## src/rtl/riscv_mmio_pkg.sv

```systemverilog
// Shared definitions for the memory-mapped UART transmitter: register offsets,
// STATUS bit layout and the serialiser state type.
package riscv_mmio_pkg;

  localparam logic [2:0] TXDATA_OFS = 3'h0;
  localparam logic [2:0] STATUS_OFS = 3'h4;

  localparam int STAT_FULL    = 0;
  localparam int STAT_EMPTY   = 1;
  localparam int STAT_ACTIVE  = 2;
  localparam int STAT_OVF     = 3;
  localparam int STAT_CNT_LSB = 8;
  localparam int STAT_CNT_W   = 3;

  typedef enum logic [1:0] {
    ST_IDLE  = 2'd0,
    ST_START = 2'd1,
    ST_DATA  = 2'd2,
    ST_STOP  = 2'd3
  } uart_state_t;

  function automatic logic [31:0] pack_status(input logic full, input logic empty,
                                              input logic active, input logic ovf,
                                              input logic [STAT_CNT_W-1:0] cnt);
    logic [31:0] w;
    w = '0;
    w[STAT_FULL]   = full;
    w[STAT_EMPTY]  = empty;
    w[STAT_ACTIVE] = active;
    w[STAT_OVF]    = ovf;
    w[STAT_CNT_LSB +: STAT_CNT_W] = cnt;
    return w;
  endfunction

endpackage

```

## src/rtl/sync_fifo.sv

```systemverilog
// Single-clock FIFO with wrap-around pointers; the head entry is visible on
// dout combinationally so a pop can consume it in the same cycle.
module sync_fifo #(
  parameter int WIDTH = 8,
  parameter int DEPTH = 4
) (
  input  logic                       clk,
  input  logic                       reset,
  input  logic                       push,
  input  logic                       pop,
  input  logic [WIDTH-1:0]           din,
  output logic [WIDTH-1:0]           dout,
  output logic                       full,
  output logic                       empty,
  output logic [$clog2(DEPTH+1)-1:0] count
);

  localparam int PW = $clog2(DEPTH);
  localparam int CW = $clog2(DEPTH+1);

  logic [WIDTH-1:0] mem [DEPTH];
  logic [PW-1:0]    wr_ptr;
  logic [PW-1:0]    rd_ptr;
  logic             do_push;
  logic             do_pop;

  // push/pop are one-cycle strobes: pop is honoured only when non-empty, push
  // only when not full unless a pop frees the head slot in the same cycle.
  assign empty   = (count == '0);
  assign full    = (count == CW'(DEPTH));
  assign do_pop  = pop & ~empty;
  assign do_push = push & (~full | do_pop);
  assign dout    = mem[rd_ptr];

  always_ff @(posedge clk) begin
    if (do_push) mem[wr_ptr] <= din;
  end

  always_ff @(posedge clk) begin
    if (reset) begin
      wr_ptr <= '0;
      rd_ptr <= '0;
      count  <= '0;
    end else begin
      if (do_push) wr_ptr <= wr_ptr + PW'(1);
      if (do_pop)  rd_ptr <= rd_ptr + PW'(1);
      case ({do_push, do_pop})
        2'b10:   count <= count + CW'(1);
        2'b01:   count <= count - CW'(1);
        default: count <= count;
      endcase
    end
  end

endmodule

```

## src/rtl/mmio_uart_tx.sv

```systemverilog
// Memory-mapped 8N1 UART transmitter: bus decode, STATUS register, byte FIFO
// and a baud-timed serialiser FSM driving a registered tx line.
module mmio_uart_tx
  import riscv_mmio_pkg::*;
#(
  parameter logic [31:0] BASE_ADDR    = 32'h0000_1000,
  parameter int          CLKS_PER_BIT = 16,
  parameter int          FIFO_DEPTH   = 4
) (
  input  logic        clk,
  input  logic        reset,
  input  logic [31:0] DataAdr,
  input  logic [31:0] WriteData,
  input  logic        MemWrite,
  output logic [31:0] ReadData,
  output logic        Sel,
  output logic        tx,
  output logic        busy,
  output uart_state_t fsm_state
);

  localparam int BW = (CLKS_PER_BIT > 2) ? $clog2(CLKS_PER_BIT) : 1;
  localparam int CW = $clog2(FIFO_DEPTH+1);
  localparam logic [BW-1:0] BAUD_LAST = BW'(CLKS_PER_BIT-1);

  uart_state_t   state, state_nx;
  logic [BW-1:0] baud, baud_nx;
  logic [2:0]    bit_idx, bit_nx;
  logic [7:0]    shift, shift_nx;
  logic          tx_nx;
  logic          overflow;
  logic          pop;
  logic          bit_end;

  logic          push_req;
  logic          status_wr;
  logic [7:0]    fifo_dout;
  logic          fifo_full;
  logic          fifo_empty;
  logic [CW-1:0] fifo_count;
  logic [31:0]   count_ext;
  logic          unused_bits;

  assign Sel       = (DataAdr[31:3] == BASE_ADDR[31:3]);
  assign push_req  = MemWrite & Sel & (DataAdr[2] == TXDATA_OFS[2]);
  assign status_wr = MemWrite & Sel & (DataAdr[2] == STATUS_OFS[2]);
  assign count_ext = 32'(fifo_count);
  assign unused_bits = ^{DataAdr[1:0], WriteData[31:8], count_ext[31:STAT_CNT_W]};

  sync_fifo #(.WIDTH(8), .DEPTH(FIFO_DEPTH)) u_fifo (
    .clk   (clk),
    .reset (reset),
    .push  (push_req),
    .pop   (pop),
    .din   (WriteData[7:0]),
    .dout  (fifo_dout),
    .full  (fifo_full),
    .empty (fifo_empty),
    .count (fifo_count)
  );

  always_comb begin
    ReadData = '0;
    if (Sel && (DataAdr[2] == STATUS_OFS[2])) begin
      ReadData = pack_status(fifo_full, fifo_empty, state != ST_IDLE, overflow,
                             count_ext[STAT_CNT_W-1:0]);
    end
  end

  // A store that finds the FIFO full is dropped unless a pop frees a slot.
  always_ff @(posedge clk) begin
    if (reset) begin
      overflow <= 1'b0;
    end else if (status_wr) begin
      overflow <= 1'b0;
    end else if (push_req && fifo_full && !pop) begin
      overflow <= 1'b1;
    end
  end

  always_ff @(posedge clk) begin
    if (reset) begin
      state   <= ST_IDLE;
      baud    <= '0;
      bit_idx <= '0;
      shift   <= '0;
      tx      <= 1'b1;
    end else begin
      state   <= state_nx;
      baud    <= baud_nx;
      bit_idx <= bit_nx;
      shift   <= shift_nx;
      tx      <= tx_nx;
    end
  end

  assign bit_end = (baud == BAUD_LAST);

  always_comb begin
    state_nx = state;
    baud_nx  = baud + BW'(1);
    bit_nx   = bit_idx;
    shift_nx = shift;
    tx_nx    = tx;
    pop      = 1'b0;
    case (state)
      ST_IDLE: begin
        baud_nx = '0;
        if (!fifo_empty) begin
          pop      = 1'b1;
          shift_nx = fifo_dout;
          tx_nx    = 1'b0;
          state_nx = ST_START;
        end
      end
      ST_START: begin
        if (bit_end) begin
          baud_nx  = '0;
          bit_nx   = '0;
          tx_nx    = shift[0];
          state_nx = ST_DATA;
        end
      end
      ST_DATA: begin
        if (bit_end) begin
          baud_nx = '0;
          if (bit_idx == 3'd7) begin
            tx_nx    = 1'b1;
            state_nx = ST_STOP;
          end else begin
            bit_nx   = bit_idx + 3'd1;
            shift_nx = {1'b0, shift[7:1]};
            tx_nx    = shift[1];
          end
        end
      end
      ST_STOP: begin
        if (bit_end) begin
          baud_nx = '0;
          // Chain straight into the next start bit when more bytes wait.
          if (!fifo_empty) begin
            pop      = 1'b1;
            shift_nx = fifo_dout;
            tx_nx    = 1'b0;
            state_nx = ST_START;
          end else begin
            state_nx = ST_IDLE;
          end
        end
      end
      default: begin
        baud_nx  = '0;
        tx_nx    = 1'b1;
        state_nx = ST_IDLE;
      end
    endcase
  end

  assign busy      = (state != ST_IDLE) | ~fifo_empty;
  assign fsm_state = state;

endmodule

```

## config.mk

```make
export PLATFORM = sky130hd
export DESIGN_NAME = mmio_uart_tx
export DESIGN_NICKNAME = d
export VERILOG_FILES = /design/src/rtl/riscv_mmio_pkg.sv /design/src/rtl/sync_fifo.sv /design/src/rtl/mmio_uart_tx.sv
export SDC_FILE = /design/constraint.sdc
export NUM_CORES = 1
export LEC_CHECK = 0
export CAP_MARGIN = 10
export CORE_ASPECT_RATIO = 0.9
export CORE_MARGIN = 8
export CORE_UTILIZATION = 40
export DETAILED_ROUTE_END_ITERATION = 10
export PLACE_DENSITY = 0.76
export SLEW_MARGIN = 30
export SYNTH_ARGS = -nofsm -noshare
export SYNTH_HDL_FRONTEND = slang
export SYNTH_SLANG_ARGS = --single-unit
```

## constraint.sdc

```tcl
create_clock -name clk -period 3.1 [get_ports clk]
set_clock_uncertainty 0.2 [all_clocks]
set_input_delay 0.31 -clock clk [delete_from_list [all_inputs] [get_ports clk]]
set_output_delay 0.31 -clock clk [all_outputs]
set_load 0.02 [all_outputs]
```

==> results <==
- Summed over all nets, the half-perimeter wirelength after detailed placement is 4560 um.
- Leaving out fill and tap cells, the most frequent cells in the layout are 51 x sky130_fd_sc_hd__clkdlybuf4s50_1, 32 x sky130_fd_sc_hd__edfxtp_1, 28 x sky130_fd_sc_hd__dfxtp_1.
- The total of max-cap violations is 0.
- The post-synthesis cell count is 260.
- Of all flip-flops after synthesis, the portion carrying an async set or reset was 0%.
- IR analysis of the VDD net gives a maximum drop of 282 uV.
- Cell internal power was estimated by the tool at 1260 uW.
- Summed over its instances, the top area cell type makes up 32.0% of the synthesized netlist area.
- The final instance count without filler cells is 424.
- The number of global-route vias before repair is 2147.
- The proportion of power drawn by combinational gates is 15.0%.
- The initial antenna violation count is 0.
- The remaining global-route overflow is 0.
- The sequential area share after synthesis is 50.7%.
- Among all flip-flop cells after synthesis, the most frequent one is sky130_fd_sc_hd__edfxtp_1.
- The proportion of power drawn by the clock network is 35.6%.
- The number of buffers inserted during clock tree synthesis is 9.
- The number of fill cells is 642.
- The total number of yosys warnings is 0.
- Row generation in the floorplan step produced 30 rows.
- The worst setup path is of the input port to primary output kind.
- Of the available clock period, the critical path in the final layout requires 96.8%.
- The core region area is 7390 um^2.
- The number of detailed-routing iterations run before antenna repair is 4.
- STA puts the critical path data arrival time at 2.49 ns.
- The horizontal die dimension is 107 um.
- Leaving out fill and tap cells, the most frequent cell in the layout is sky130_fd_sc_hd__clkdlybuf4s50_1.
- For this configuration, the core starts out at a cell density of 40.6%.
- Across all setup checks in the final design, the least slack found is 0.0998 ns.
- The part of the total power dissipated in sequential elements is 49.4%.
- Static timing analysis puts the maximum clock frequency at 333 MHz.
- Net switching is 27.6% of the power.
- The routed design has 6030 um of wire.
- The biggest fanout along the worst timing path is 7.
- The insertion delay to the later sink of the worst-skew pair is 0.34 ns.
- The final antenna-violating net count is 0.
- The routed via count divided by cell count is 5.15.
- The largest net degree at the start of global routing is 26.
- The startpoint identified for the worst hold timing path is reset.
- The power density over the cells is 462 nW/um^2.
- The distinct cell type count after synthesis is 43.
- The slowest stage of the critical path is the sky130_fd_sc_hd__clkdlybuf4s50_1 cell.
- Clock tree synthesis found a total of 60 sinks.
- The reported net switching power is 481 uW.
- Clock-pin slew was measured on the worst setup and hold paths at 0.07 ns.
- Buffers placed on the I/O ports in this run total 52.
- The final count of hold timing violations is 0.
- After layout, the minimum clock period comes to 3.00 ns.
- After detailed routing, the average wire length per cell comes to 14.2 um.
- In this run the critical register-to-register path is launched from fsm_state[0].
- The register bit total from synthesis is 60.
- The first global-routing pass estimated 9720 um of wire.
- The total standard cell area after synthesis is 3000 um^2.
- The top cell type by total area after synthesis is sky130_fd_sc_hd__edfxtp_1.
- Pin placement for this block handled 104 I/O pins.
- The most critical setup path has its startpoint at DataAdr[7].
- The run finished with clean final reports.
- By area the synthesized netlist is led by sky130_fd_sc_hd__edfxtp_1 32%, sky130_fd_sc_hd__dfxtp_1 19%, sky130_fd_sc_hd__buf_4 6.3%, sky130_fd_sc_hd__mux4_2 6.0%, sky130_fd_sc_hd__ha_1 5.4%.
- The number of nets in the final layout is 404.
- For this run, design rule violations remaining after detail routing come to 0.
- The number of cells after detailed placement is 407.
- The worst slew margin relative to its limit is 62.7%.
- The gate family responsible for the most delay along the worst path is simple AND/OR/NAND/NOR gates.
- The die area is 10500 um^2.
- The clock tree synthesis step divided the H-tree into 3 levels.
- Counting flops with a built-in enable in the synthesized netlist gives 32.
- The fraction of layout cells with a size suffix above 1 is 11.3%.
- Counting both buffers and inverters, the worst setup path holds a total of 2.
- Measured along the y axis, the die boundary spans 98.2 um.
- TritonCTS built the clock tree.
- In this run the deepest clock path goes through 2 buffers.
- The kind of path behind the tightest hold check is input port to register.
- The first routing iteration left 75 violations.
- The stage delay of the slowest cell on the critical path is 0.60 ns.
- The tree is rooted in a sky130_fd_sc_hd__clkbuf_8.
- The endpoint required time on the critical path is 2.59 ns.
- The static leakage power is 0.00133 uW.
- The endpoint class of the critical path is a primary output.
- The number of vias after detailed routing is 2185.
- The final setup violation count is 0.
- The weighted congestion reported at the end of routability-driven placement is 0.727.
- Averaged over all synthesized cells, the footprint is 11.5 um^2.
- After clock tree synthesis, the flow added hold-fix buffers numbering 0.
- The post-placement worst setup slack is 0.0903 ns.
- The global routing usage summed across all routing layers is 11.6%.
- The layout overhead on the synthesized area is 25.6%.
- The repair_antennas step left the layout with diodes totalling 0.
- The count of pins over their slew limit was 0.
- Walking the worst path, the cells encountered are clkdlybuf4s50_1 > nor4_1 > and4_1 > and3_1 > and3_1 > clkdlybuf4s50_1.
- The startpoint kind of the worst setup timing path is an input port.
- At the pin with the least slew margin, the transition time is 0.560 ns.
==> registers in the layout (all words and copies together), names as in the netlist, named ones only <==
name and cells:
fsm_state 2, shift 8, tx 1, u_fifo.mem 32
u_fifo.wr_ptr 2, bit_idx 3, baud 4, u_fifo.count 3
u_fifo.rd_ptr 2, overflow 1
==> synthesized netlist by cell type (all sizes together), types with 4 or more instances <==
| cell type | number |
|---|---|
| edfxtp | 32 |
| dfxtp | 28 |
| buf | 26 |
| nor3 | 19 |
| nor2 | 16 |
| ha | 13 |
| and2 | 11 |
| inv | 10 |
| a221oi | 8 |
| mux4 | 8 |
| o21ai | 8 |
| nand2 | 7 |
| nand4 | 7 |
| nor2b | 7 |
| a21oi | 6 |
| clkbuf | 6 |
| nor4 | 5 |
| and3 | 4 |
| and4 | 4 |
==> path summary, 6_finish.rpt <==
| check | endpoint | slack (ns) | depth (start not counted) |
|---|---|---|---|
| hold reg to reg | baud[0] | 0.26 | 1 |
| hold / removal | u_fifo.rd_ptr[0] | 0.20 | 2 |
| setup reg to reg | u_fifo.count[2] | 0.21 | 12 |
| setup / recovery | ReadData[0] | 0.1 | 6 |
==> worst register-to-register path, delay by kind of cell, from the launching register on <==
kind / cells / cell delay [ns]
adders and majority gates: 3 / 0.79
AOI/OAI and AO/OA: 3 / 0.62
DFF: 1 / 0.42
and+or+nand+nor: 2 / 0.38
buffers and inverters: 3 / 0.25
xor gates and xnor gates: 1 / 0.16
==> per-layer routing <==
layer / GRT usage, % / vias to the layer above / routed length, um
li1: - / 1059 / -
met1: 12.8 / 1024 / 2480
met2: 18.8 / 87 / 2920
met3: 4.08 / 15 / 516
met4: 6.38 / 0 / 121
met5: 0 / - / 0
==> cell families (layout without fill, tap and decap cells) <==
kind of cell | after synthesis | count (layout) | share of synthesized area (%)
flip-flops | 60 | 60 | 50.7
multiplexers | 9 | 9 | 6.34
other | 1 | 25 | 0.125
adder cells (fa/ha/maj) | 14 | 14 | 6.09
XOR/XNOR | 6 | 6 | 1.75
AND/OR/NAND/NOR | 91 | 91 | 17.0
AO/OA/AOI/OAI | 37 | 37 | 9.63
buffers and inverters | 42 | 86 | 8.42
==> stage by stage <==
step | power (uW) | hold slack [ns] | util (%) | instance area [um^2] | setup TNS, ns
global route | 1810 | 0.222 | 51.0 | 3770 | -0.230
floorplan | 1040 | 0.189 | - | 3090 | 0
CTS | 1750 | 0.261 | 50.7 | 3750 | 0
global placement | 1130 | 0.229 | 48.3 | 3570 | 0
detailed placement | 1130 | 0.244 | 48.3 | 3570 | 0
finish | 1740 | 0.198 | 51.0 | 3770 | 0
==> area by class of cell <==
type / count / area, um^2 / area share [%]
Clock buffer: 9 / 124 / 3.29
Tap cell: 96 / 120 / 3.19
Timing Repair Buffer: 60 / 576 / 15.3
Clock inverter: 7 / 52.6 / 1.39
Multi-Input combinational cell: 182 / 1340 / 35.5
Sequential cell: 60 / 1520 / 40.4
Inverter: 10 / 37.5 / 0.996
==> what timing repair did <==
action | 4_1_cts | 5_1_grt
setup buffers | 0 | 1
setup endpoints to repair | 0 | 8
gates resized for setup | 0 | 3
==> power by group through the flow <==
stage                     registers (uW)  logic, uW  clock network (uW)
after global placement               877        250                   0
after floorplan                      888        153                   0
after global routing                 861        282                 663
after detailed placement             878        257                   0
after CTS                            860        258                 630
final                                860        262                 620
No activity file was read; power rests on OpenSTA's default activity.
